**config.mk**
```make
export PLATFORM = sky130hd
export DESIGN_NAME = rr_hold_arbiter
export DESIGN_NICKNAME = d
export VERILOG_FILES = /design/src/rtl/arb_pkg.sv /design/src/rtl/rr_pick.sv /design/src/rtl/rr_hold_arbiter.sv
export SDC_FILE = /design/constraint.sdc
export NUM_CORES = 1
export LEC_CHECK = 0
export ABC_AREA = 0
export ABC_CLOCK_PERIOD_IN_PS = 2800
export CORE_AREA = 2 2 39 41
export CTS_CLUSTER_DIAMETER = 40
export DETAILED_ROUTE_END_ITERATION = 10
export DIE_AREA = 0 0 41 43
export DONT_BUFFER_PORTS = 1
export GPL_TIMING_DRIVEN = 0
export HOLD_SLACK_MARGIN = 0.02
export SYNTH_ARGS = -nofsm -noshare
export SYNTH_HDL_FRONTEND = slang
export SYNTH_SLANG_ARGS = --single-unit
export TNS_END_PERCENT = 10
```
**constraint.sdc**
```tcl
create_clock -name clock -period 2.8 [get_ports clock]
set_input_delay 0.7 -clock clock [delete_from_list [all_inputs] [get_ports clock]]
set_output_delay 0.7 -clock clock [all_outputs]
set_load 0.1 [all_outputs]
```
**src/rtl/arb_pkg.sv**
```systemverilog
// rtl/arb_pkg.sv - shared types and default constants for the round-robin hold arbiter
//
// Purpose : FSM state type and default sizing constants used by rr_hold_arbiter.
// Contents: arb_state_t (IDLE/BUSY), ARB_NUM_REQ, ARB_MAX_HOLD.
package arb_pkg;

    typedef enum logic {IDLE, BUSY} arb_state_t;

    localparam int ARB_NUM_REQ  = 4;
    localparam int ARB_MAX_HOLD = 8;

endpackage : arb_pkg

```
**src/rtl/rr_pick.sv**
```systemverilog
// rtl/rr_pick.sv - combinational rotating-priority pick
//
// Purpose : find the first set bit of req, searching upward from ptr and
//           wrapping modulo N.
// Ports   : req   [N-1:0]  candidate request vector
//           ptr   [IW-1:0] index with highest priority (must be < N)
//           found          at least one bit of req is set
//           index [IW-1:0] winning index (0 when nothing found)
module rr_pick #(
    parameter int N  = 4,
    parameter int IW = $clog2(N)
) (
    input  logic [N-1:0]  req,
    input  logic [IW-1:0] ptr,
    output logic          found,
    output logic [IW-1:0] index
);

    always_comb begin
        int k;
        found = 1'b0;
        index = '0;
        k     = 0;
        for (int i = 0; i < N; i++) begin
            k = int'(ptr) + i;
            if (k >= N) begin
                k = k - N;
            end
            if (!found && req[k[IW-1:0]]) begin
                found = 1'b1;
                index = k[IW-1:0];
            end
        end
    end

endmodule : rr_pick

```
**src/rtl/rr_hold_arbiter.sv**
```systemverilog
// rtl/rr_hold_arbiter.sv - round-robin arbiter whose winner holds the grant until release
//
// Purpose : shares one multi-cycle resource between NUM_REQ requesters. The
//           owner keeps the grant until it asserts done or drops its request;
//           ownership then moves to the next pending requester in rotating
//           order on the same edge (no idle bubble).
// Macro   : ARB_TIMEOUT_EN - when defined, an owner that has held the grant
//           for MAX_HOLD cycles while someone else waits is force-released
//           and timeout pulses for one cycle. Undefined: timeout is 0.
// Ports   : clock              system clock
//           reset              asynchronous active-high reset
//           req   [NUM_REQ-1:0] level-sensitive requests
//           done               owner finished (ignored while idle)
//           grant [NUM_REQ-1:0] registered one-hot grant
//           grant_valid        registered OR of grant
//           grant_id           index of current owner, 0 when idle
//           timeout            one-cycle pulse on a forced release
module rr_hold_arbiter
    import arb_pkg::*;
#(
    parameter int NUM_REQ  = ARB_NUM_REQ,
    parameter int MAX_HOLD = ARB_MAX_HOLD,
    localparam int IW      = $clog2(NUM_REQ)
) (
    input  logic               clock,
    input  logic               reset,
    input  logic [NUM_REQ-1:0] req,
    input  logic               done,
    output logic [NUM_REQ-1:0] grant,
    output logic               grant_valid,
    output logic [IW-1:0]      grant_id,
    output logic               timeout
);

    if (NUM_REQ < 2 || MAX_HOLD < 1) begin : g_bad_param
        $error("rr_hold_arbiter: NUM_REQ must be >= 2 and MAX_HOLD >= 1");
    end

    localparam logic [NUM_REQ-1:0] ONE = {{(NUM_REQ-1){1'b0}}, 1'b1};

    arb_state_t         state_q;
    logic [NUM_REQ-1:0] grant_q;
    logic               grant_valid_q;
    logic [IW-1:0]      grant_id_q;
    logic               timeout_q;
    logic [IW-1:0]      ptr_q;

    logic               busy;
    logic [IW-1:0]      next_ptr_d;
    logic [NUM_REQ-1:0] pick_req;
    logic [IW-1:0]      pick_ptr;
    logic               pick_found;
    logic [IW-1:0]      pick_idx;
    logic               force_rel;
    logic               release_d;

`ifdef ARB_TIMEOUT_EN
    localparam int CW = $clog2(MAX_HOLD + 1);
    logic [CW-1:0] cnt_q;
`endif

    // One picker serves both cases: from ptr while idle, and from the
    // post-release pointer with the releasing owner masked while busy.
    always_comb begin
        busy       = (state_q == BUSY);
        next_ptr_d = (grant_id_q == IW'(NUM_REQ - 1)) ? '0 : grant_id_q + 1'b1;
        pick_req   = busy ? (req & ~grant_q) : req;
        pick_ptr   = busy ? next_ptr_d : ptr_q;
        force_rel  = 1'b0;
`ifdef ARB_TIMEOUT_EN
        // Fire on the edge where the count would reach MAX_HOLD so the owner
        // sees exactly MAX_HOLD cycles of grant before losing it.
        force_rel  = busy && (cnt_q >= CW'(MAX_HOLD - 1)) && (|(req & ~grant_q));
`endif
        release_d  = busy && (done || !req[grant_id_q] || force_rel);
    end

    rr_pick #(
        .N  (NUM_REQ),
        .IW (IW)
    ) u_pick (
        .req   (pick_req),
        .ptr   (pick_ptr),
        .found (pick_found),
        .index (pick_idx)
    );

    always_ff @(posedge clock or posedge reset) begin
        if (reset) begin
            state_q       <= IDLE;
            grant_q       <= '0;
            grant_valid_q <= 1'b0;
            grant_id_q    <= '0;
            timeout_q     <= 1'b0;
            ptr_q         <= '0;
`ifdef ARB_TIMEOUT_EN
            cnt_q         <= '0;
`endif
        end else begin
            case (state_q)
                IDLE: begin
                    timeout_q <= 1'b0;
                    if (pick_found) begin
                        state_q       <= BUSY;
                        grant_q       <= ONE << pick_idx;
                        grant_valid_q <= 1'b1;
                        grant_id_q    <= pick_idx;
`ifdef ARB_TIMEOUT_EN
                        cnt_q         <= '0;
`endif
                    end
                end
                BUSY: begin
                    if (release_d) begin
                        ptr_q     <= next_ptr_d;
                        timeout_q <= force_rel;
                        if (pick_found) begin
                            grant_q    <= ONE << pick_idx;
                            grant_id_q <= pick_idx;
`ifdef ARB_TIMEOUT_EN
                            cnt_q      <= '0;
`endif
                        end else begin
                            state_q       <= IDLE;
                            grant_q       <= '0;
                            grant_valid_q <= 1'b0;
                            grant_id_q    <= '0;
                        end
                    end else begin
                        timeout_q <= 1'b0;
`ifdef ARB_TIMEOUT_EN
                        if (cnt_q != CW'(MAX_HOLD)) begin
                            cnt_q <= cnt_q + 1'b1;
                        end
`endif
                    end
                end
                default: begin
                    state_q <= IDLE;
                end
            endcase
        end
    end

    assign grant       = grant_q;
    assign grant_valid = grant_valid_q;
    assign grant_id    = grant_id_q;
    assign timeout     = timeout_q;

endmodule : rr_hold_arbiter

```
==> results.yml <==
floorplanning:
  rows: 14
  core_um2: 1384
  io_pins: 15
  fp.dieW_um: 41
  design.die.area_um2: 1763
  start_util: 0.4765
  die_y_um: 43
clock_network:
  clockBufferDepth: 2
  ctsResizeCount: 0
  cts_tree: "yes"
  root_buffer: "clkbuf_4"
  clk_pin_slew_ns: 0.07
  numClockSinks: 10
  cts_max_level: 1
  hold_buffers: 0
  clock_latency_ns: 0.27
  cts_made_buffers: 3
  postCtsSetupRepairBufs: 0
timing:
  hold_violations: 0
  finalSetupViolCount: 0
  holdWs_ns: 0.2911
  worst_pin_slew_ns: 1.052
  grt_setup_unrepaired: "no"
  clock.fmax_mhz: 414.7
  setup_tns_ns: 0
  min_period_ns: 2.411
  period_share: 0.8612
  slew_headroom: 0.2986
  fin_skew_ns: 0.003105
  slew_violations: 0
grt:
  grt_max_degree: 11
  grt_pass1_wl_mm: 2.180
  grt_pass1_vias: 496
  grt_use_total: 0.1898
  grt_antenna_before_repair: 0
  overflow: 0
logic_synthesis:
  postSynthAreaPerCell_um2: 9.158
  yosysMostFrequentCell: "nand2_1"
  ys_async_sr_fraction: 1.000
  ys_seq_area_frac: 0.3795
  synth_seq_cells: 10
  yosysWarnings: 0
  synth-edff-count: 0
  synth_top_area_frac: 0.3795
  synthTopCellsByCount: "13 x nand2_1, 10 x dfrtp_1, 6 x o21ai_1"
  yosysTopAreaCell: "dfrtp_1"
  synthTopCellsByArea: "dfrtp_1 38%, nand2_1 7.4%, o21ai_1 4.6%"
  syn_area_um2: 659.4
  synth_nets: 80
  synth.distinct_cells: 35
  synth_flop_cell: "dfrtp_1"
  synthCells: 72
cells_and_area:
  diodes: 0
  nets: 85
  drive_gt1_frac: 0.1974
  area_delta_synth_final_pct: 8.539
flow_run:
  drv_cap: 0
place:
  place_congestion: 0.7803
  port-buffer-count: 0
  dp_hpwl_mm: 1.112
setup_path:
  path_cells: "mux4_2 > a21boi_2 > mux2_1"
  crit_fanout: 6
  crit_required_ns: 2.95
  cp-start-kind: "register"
  cp_data_arrival_time_ns: 2.56
  critPathKind: "register to register"
  reg2regPathDepth: 3
  slowest_stage: "dfrtp_1"
  r2r_setup_slack_ns: 0.39
  critPathCaptureType: "register"
  cp_slowest_stage_delay_ns: 1.04
worst_hold_path:
  hold_class: "input pin to async pin"
detailed_routing:
  drt_iter0_markers: 7
  routed_via_density: 6.054
  wl_mm: 1.379
  drc: 0
  via_count: 557
  drtPass1Iterations: 5
  post_drt_wl_per_cell_um: 14.99
  drtAntennaViolNets: 0
run_status:
  status: "complete, no violations"
-- per-layer routing --
| layer | track usage | wire (um) | vias up |
|---|---|---|---|
| met3 | 0.04712 | 92 | 5 |
| met5 | 0 | 0 | - |
| met2 | 0.2563 | 609 | 26 |
| li1 | - | - | 268 |
| met1 | 0.2712 | 648 | 258 |
| met4 | 0.1000 | 28 | 0 |
-- placed cells by master (no fill, tap or decap), types with 2 or more instances in the layout --
master	n
a21boi_0	2
clkbuf_4	3
dfrtp_1	10
inv_1	3
nand2_1	13
nor2_1	4
o21ai_0	4
o21ai_1	6
o31ai_1	2
or2b_2	2
-- per-stage QoR --
stage          area (um^2)    util  cells  worst slack, ns
2_1_floorplan        659.4       -     72           0.5278
3_3_place_gp         679.4  0.4910     88           0.4008
3_5_place_dp         679.4  0.4910     88           0.3949
4_1_cts              715.7  0.5172     92           0.3800
5_1_grt              715.7  0.5172     92           0.2705
6_report             715.7  0.5172     92           0.3886
-- critical path: cells and delay by family (launching register included) --
family | cells | cell delay [ns]
compound gates | 1 | 0.26
mux | 2 | 0.99
flops | 1 | 1.04
-- registers in the layout (all words and copies together), names as in the netlist --
register / flops
busy: 1
grant: 4
grant_id: 2
grant_valid: 1
ptr_q: 2
-- kinds of logic after synthesis --
| logic type | share of synthesized area |
|---|---|
| AO/OA/AOI/OAI | 0.2770 |
| AND/OR/NAND/NOR | 0.2069 |
| other | 0.005687 |
| flip-flops | 0.3795 |
| adder cells (fa/ha/maj) | 0.01897 |
| buffers and inverters | 0.04554 |
| multiplexers | 0.06641 |
-- worst paths after layout --
kind / to / from
worst max-delay path: ptr_q[0] / grant_id[0]
worst min-delay path: grant_id[1] / reset
worst max register to register: ptr_q[0] / grant_id[0]
worst min register to register: ptr_q[0] / ptr_q[0]
max in group asynchronous: ptr_q[0] / reset
min in group clock: ptr_q[0] / ptr_q[0]
-- area by class of cell --
cell class,instances,area [um^2]
Fill cell,138,668.1
Clock buffer,4,36.28
Inverter,3,11.26
Multi-Input combinational cell,57,379.1
Buffer,2,18.77
Tap cell,16,20.02
Sequential cell,10,250.2
Power is left out: the tool's default activity adds up to more than one toggle a clock period on the data nets, which glitch-free logic cannot reach.
